File: src/rtl/regfile_scoreboard.sv
// Eight-entry 16-bit register file with a per-register pending-write
// scoreboard. Issue is stalled on RAW (either source) or WAW hazards against
// outstanding writes. A writeback releases its register in the same cycle
// through the bypass path. A writeback to a register with no outstanding
// write raises a one-cycle Err pulse but is still stored.
module regfile_scoreboard (
  input  logic        clk,
  input  logic        rst,
  input  logic [2:0]  ReadReg1,
  input  logic [2:0]  ReadReg2,
  input  logic        Read1En,
  input  logic        Read2En,
  input  logic        IssueValid,
  input  logic        IssueWrEn,
  input  logic [2:0]  IssueDst,
  input  logic        WriteEn,
  input  logic [2:0]  WriteReg,
  input  logic [15:0] WriteData,
  output logic [15:0] Read1Data,
  output logic [15:0] Read2Data,
  output logic        Stall,
  output logic        Err
);

  localparam int NREG = 8;

  // Architectural state
  logic [15:0] r_regs    [NREG];
  logic        r_pending [NREG];
  logic        r_err;

  // Combinational decode
  logic            w_bypass1;
  logic            w_bypass2;
  logic            w_wb_dst;
  logic            w_haz1;
  logic            w_haz2;
  logic            w_waw;
  logic            w_stall;
  logic            w_fire;
  logic [NREG-1:0] w_set;
  logic [NREG-1:0] w_clr;

  // A writeback that targets a read port's register is forwarded this cycle.
  assign w_bypass1 = WriteEn & (WriteReg == ReadReg1);
  assign w_bypass2 = WriteEn & (WriteReg == ReadReg2);
  assign w_wb_dst  = WriteEn & (WriteReg == IssueDst);

  assign Read1Data = w_bypass1 ? WriteData : r_regs[ReadReg1];
  assign Read2Data = w_bypass2 ? WriteData : r_regs[ReadReg2];

  // A pending register stops being a hazard in the cycle its writeback lands.
  assign w_haz1 = Read1En   & r_pending[ReadReg1] & ~w_bypass1;
  assign w_haz2 = Read2En   & r_pending[ReadReg2] & ~w_bypass2;
  assign w_waw  = IssueWrEn & r_pending[IssueDst] & ~w_wb_dst;

  // Stall is forced low during reset so upstream never sees a stale hazard.
  assign w_stall = ~rst & IssueValid & (w_haz1 | w_haz2 | w_waw);
  assign w_fire  = IssueValid & ~w_stall;
  assign Stall   = w_stall;

  generate
    for (genvar gi = 0; gi < NREG; gi++) begin : g_reg
      assign w_set[gi] = w_fire & IssueWrEn & (IssueDst == 3'(gi));
      assign w_clr[gi] = WriteEn & (WriteReg == 3'(gi));

      // Register storage: writeback updates the entry, reset clears it.
      always_ff @(posedge clk) begin
        if (rst) begin
          r_regs[gi] <= '0;
        end else if (w_clr[gi]) begin
          r_regs[gi] <= WriteData;
        end
      end

      // Pending bit: a new issue outranks a same-cycle writeback so the
      // younger write stays tracked.
      always_ff @(posedge clk) begin
        if (rst) begin
          r_pending[gi] <= 1'b0;
        end else if (w_set[gi]) begin
          r_pending[gi] <= 1'b1;
        end else if (w_clr[gi]) begin
          r_pending[gi] <= 1'b0;
        end
      end
    end
  endgenerate

  // Protocol check: flag a writeback that no issued instruction was waiting on.
  always_ff @(posedge clk) begin
    if (rst) begin
      r_err <= 1'b0;
    end else begin
      r_err <= WriteEn & ~r_pending[WriteReg];
    end
  end

  assign Err = r_err;

endmodule

File: config.mk
export PLATFORM = sky130hd
export DESIGN_NAME = regfile_scoreboard
export DESIGN_NICKNAME = d
export VERILOG_FILES = /design/src/rtl/regfile_scoreboard.sv
export SDC_FILE = /design/constraint.sdc
export NUM_CORES = 1
export LEC_CHECK = 0
export BUFFER_PORTS_ARGS = -buffer_cell sky130_fd_sc_hd__buf_2
export CAP_MARGIN = 40
export CORE_ASPECT_RATIO = 0.9
export CORE_MARGIN = 10
export CORE_UTILIZATION = 50
export CTS_BUF_LIST = sky130_fd_sc_hd__clkbuf_8
export DETAILED_ROUTE_END_ITERATION = 7
export GPL_TIMING_DRIVEN = 0
export PLACE_DENSITY_LB_ADDON = 0.25
export SLEW_MARGIN = 10
export SYNTH_ARGS = -nofsm -noshare
export SYNTH_HDL_FRONTEND = slang
export SYNTH_SLANG_ARGS = --single-unit
File: constraint.sdc
create_clock -name clk -period 2.2 [get_ports clk]
set_input_delay 0.11 -clock clk [delete_from_list [all_inputs] [get_ports clk]]
set_output_delay 0.11 -clock clk [all_outputs]
set_load 0.05 [all_outputs]
==> metrics.md <==
| Metric | Value |
|---|---|
| Delay-heaviest family, CP | `simple AND/OR/NAND/NOR gates` |
| Slowest stage delay, CP | `0.44 ns` |
| Reg clk slew, reported paths | `0.08 ns` |
| PwrDens | `745 mW/mm2` |
| Largest net degree at the start of global routing | `18` |
| Ratio of cells with drive above 1 in the final layout | `28.7%` |
| Synth unique cells | `between 40 and 50` |
| Final period utilization | `97.7%` |
| Leading area contributor after synthesis | `edfxtp_1` |
| Post-Place Cells | `877` |
| R2r endpoint | `r_pending[1]` |
| PortBufs | `61` |
| Crit-path max FO | `3` |
| Buf/Inv on CP | `1` |
| All-Layer GR Usage | `20.1%` |
| CTS max path bufs | `2` |
| Non-Filler Instances | `between 900 and 1000` |
| First DRT Iteration DRCs | `769` |
| Place WS | `approximately 0.12 ns` |
| Final ANT Viol Nets | `0` |
| Seq/Total Area, Yosys | `between 50% and 60%` |
| Vias | `~5600` |
| CP Depth | `6` |
| Largest family of logic cells by synthesized area | `multiplexers` |
| Critical Path Sink Type | `primary output` |
| TritonCTS clock tree | `yes` |
| Placed wire-length estimate | `16000 um` |
| R2R depth | `8` |
| Num ports | `69` |
| Slowest-stage cell, CP | `edfxtp_1` |
| Worst clock skew | `approximately 0.012 ns` |
| Die area | `0.0213 mm2` |
| Setup Viol. Count Final | `0` |
| Reg-to-reg startpoint | `r_pending[4]` |
| Reg2Reg Setup Slack | `0.15 ns` |
| Max Clock Freq | `0.465 GHz` |
| Area after DPL | `between 0.008 and 0.009 mm2` |
| Final Critical Period | `2.15 ns` |
| Post-route DRC | `0` |
| Worst Hold Class | `in2reg` |
| Clock Sinks | `137` |
| Initial antenna violation count | `1` |
| Setup crit start kind | `flip-flop` |
| DRT Pass-1 Iters | `5` |
| Final global-route overflow total | `0` |
| GPL Wtd Cong | `~1.1` |
| EDFF count, synth | `136` |
| # fillers | `1220` |
| Die height | `139 um` |
| Xor/xnor share of the synthesized area | `0.997%` |
| Htree depth | `4` |
| Worst Max-Slew Pin Slew | `between 0.7 and 0.8 ns` |
| Area Growth Syn to Fin | `14.6%` |
| Mapped Nets | `646` |
| VDD IR max | `0.422 mV` |
| Initial Utilization | `51.2%` |
| Ys async rst share | `0%` |
| Vias in the first global route | `5659` |
| Clock latency on the worst-skew pair | `0.46 ns` |
| WL/cell | `23.2 um` |
| Crit path to | `Stall` |
| #FFs+latches synth | `137` |
| Status | `finished clean` |
| CTS buffer count | `17` |
| Cell Rows | `43` |
| Crit path launch | `r_pending[4]` |
| Mapped Cells | `611` |
| TNS Setup | `0 ns` |
| Final Net Count | `740` |
| Chip width | `about 150 um` |
| Synth Cell Area | `0.00791 mm2` |
| Multi-input logic area | `0.00359 mm2` |
| Rel. slew slack | `48.5%` |
| Max-cap violations | `0` |
| Top FF cell, synth | `edfxtp_1` |
| Hold_ws | `0.0363 ns` |
| Adder-cell share of the synthesized area | `0%` |
| Compound-Gate Fraction of Synth Area | `4.87%` |
| Synth area leaders | `edfxtp_1, mux4_2, and2_1, nand2_1, a31oi_1` |
| PnR worst setup slack | `approximately 0.051 ns` |
| Final instance area | `about 0.0091 mm2` |
| Critical Path AT | `roughly 2.0 ns` |
| WP data required | `~2.1 ns` |
| Avg Cell Area, Syn | `12.9 um2` |
| Setup CP Type | `reg2out` |
| Reg area | `just over 0.004 mm2` |
| CP Cell Sequence | `mux2_4 > or3_4 > nand4_4 > nand2_2 > o21a_1 > buf_6` |
| Drt total wl | `21400 um` |
| Routed vias/inst | `6.04` |
| Final Hold Viols | `0` |
| Simple-Gate Fraction of Synth Area | `a little under a fifth` |
| Leak pwr | `roughly 0.0033 uW` |
| Clk root buf | `clkbuf_8` |
| RSZ-0062 raised after global routing | `true` |
| Core ar. | `0.0154 mm2` |
| YS warnings | `0` |
| First-pass GRT wire length | `approximately 33000 um` |
| Fin. max-slew vios | `0` |
| Post-synth top area share | `approximately half` |
| Mux cell area share after synthesis | `between 20% and 30%` |
==> routing by layer <==
metal  part of all wire, %  global-route usage [%]
met1                    41                    26.5
met2                    49                    32.0
met3                   7.2                    3.91
met4                   2.6                    8.32
met5                     0                       0
==> cells in the mapped netlist, drive strengths merged, types with 2 or more instances <==
cell	n
a21oi	2
nor3b	2
inv	5
a31oi	35
mux2i	7
nand4	7
nand3	3
nand2	80
nor2	47
and2	129
o21bai	11
edfxtp	136
a31o	4
nor3	4
xnor2	9
clkinv	2
mux2	2
a22oi	2
nor2b	3
buf	19
mux4	68
clkbuf	23
==> through the flow <==
step                utilization, %  power [uW]
global route                  58.7        6960
finish                        58.7        6750
CTS                           58.3        6740
floorplan                        -        4090
detailed placement            55.1        4510
global placement              54.8        4460
==> cells by family (layout without fill, tap and decap cells) <==
family | count (synthesis) | count (layout)
buffers and inverters | 49 | 156
AO/OA/AOI/OAI | 57 | 57
flip-flops | 137 | 137
multiplexers | 77 | 77
XOR/XNOR | 9 | 9
other | 0 | 1
AND/OR/NAND/NOR | 282 | 282
==> state kept, by name, summed over array words and instances, names as in the netlist <==
| signal | count |
|---|---|
| r_pending | 8 |
| r_regs | 128 |
| Err | 1 |
==> layout make-up <==
cell class,instances,share of cell area (%)
repair buffers,75,4.82
multi-input cells,425,39.7
flip-flops and latches,137,45.3
clock inverters,15,2.21
diodes,1,0.0276
clock buffers,17,2.58
well taps,202,2.79
plain buffers,42,2.32
inverters,7,0.290
==> tightest hold or removal path, cell delays in order <==
cell	delay, ns
buf_6	0.12
mux2_2	0.15
nor3b_1	0.05
==> report_power, final <==
group	leakage (uW)	internal [uW]	switching, uW	total [uW]
Combinational	0.00177	475	890	1360
Sequential	0.00133	3040	84.1	3130
Clock	0.000210	1240	1020	2250
Total	0.00331	4750	1990	6750
==> worst min-delay path by stage <==
stage,end,slack [ns],cells past startpoint,startpoint
CTS,Err,0.009,3,WriteReg[2]
global route,Err,0.03,3,WriteReg[2]
global placement,r_pending[0],0.46,2,IssueDst[0]
finish,Err,0.04,3,WriteReg[2]
detailed placement,r_pending[0],0.47,2,IssueDst[0]
floorplan,Err,0.27,1,WriteEn
==> cells in the final DEF, fill, tap and decap left out, types with 2 or more instances in the layout <==
cell type and instances:
a31o_2 4, a22oi_1 2, buf_6 8, edfxtp_1 136, mux2i_1 7, nor2b_1 3, mux4_2 68, clkinv_2 2
buf_1 2, and2_1 129, buf_4 13, nand3_1 3, o21bai_1 8, clkinv_1 3, clkbuf_1 23, o21bai_2 3
dlygate4sd3_1 2, nor2_1 47, a21oi_1 2, clkinvlp_4 3, xnor2_1 9, inv_6 2, nor3_1 3, buf_2 69
inv_1 5, a31oi_1 35, nand2_1 79, clkbuf_8 17, clkinv_4 3, bufinv_16 4, nand4_1 6
==> what timing repair did <==
item	in CTS	in global routing
gates resized for setup	4	1
endpoints found under the hold margin	2	0
pin swaps	0	3
hold buffers	2	0
endpoints found under the setup margin	1	1
buffers inserted	3	6
Note: power is estimated with default switching activity, not from simulation.
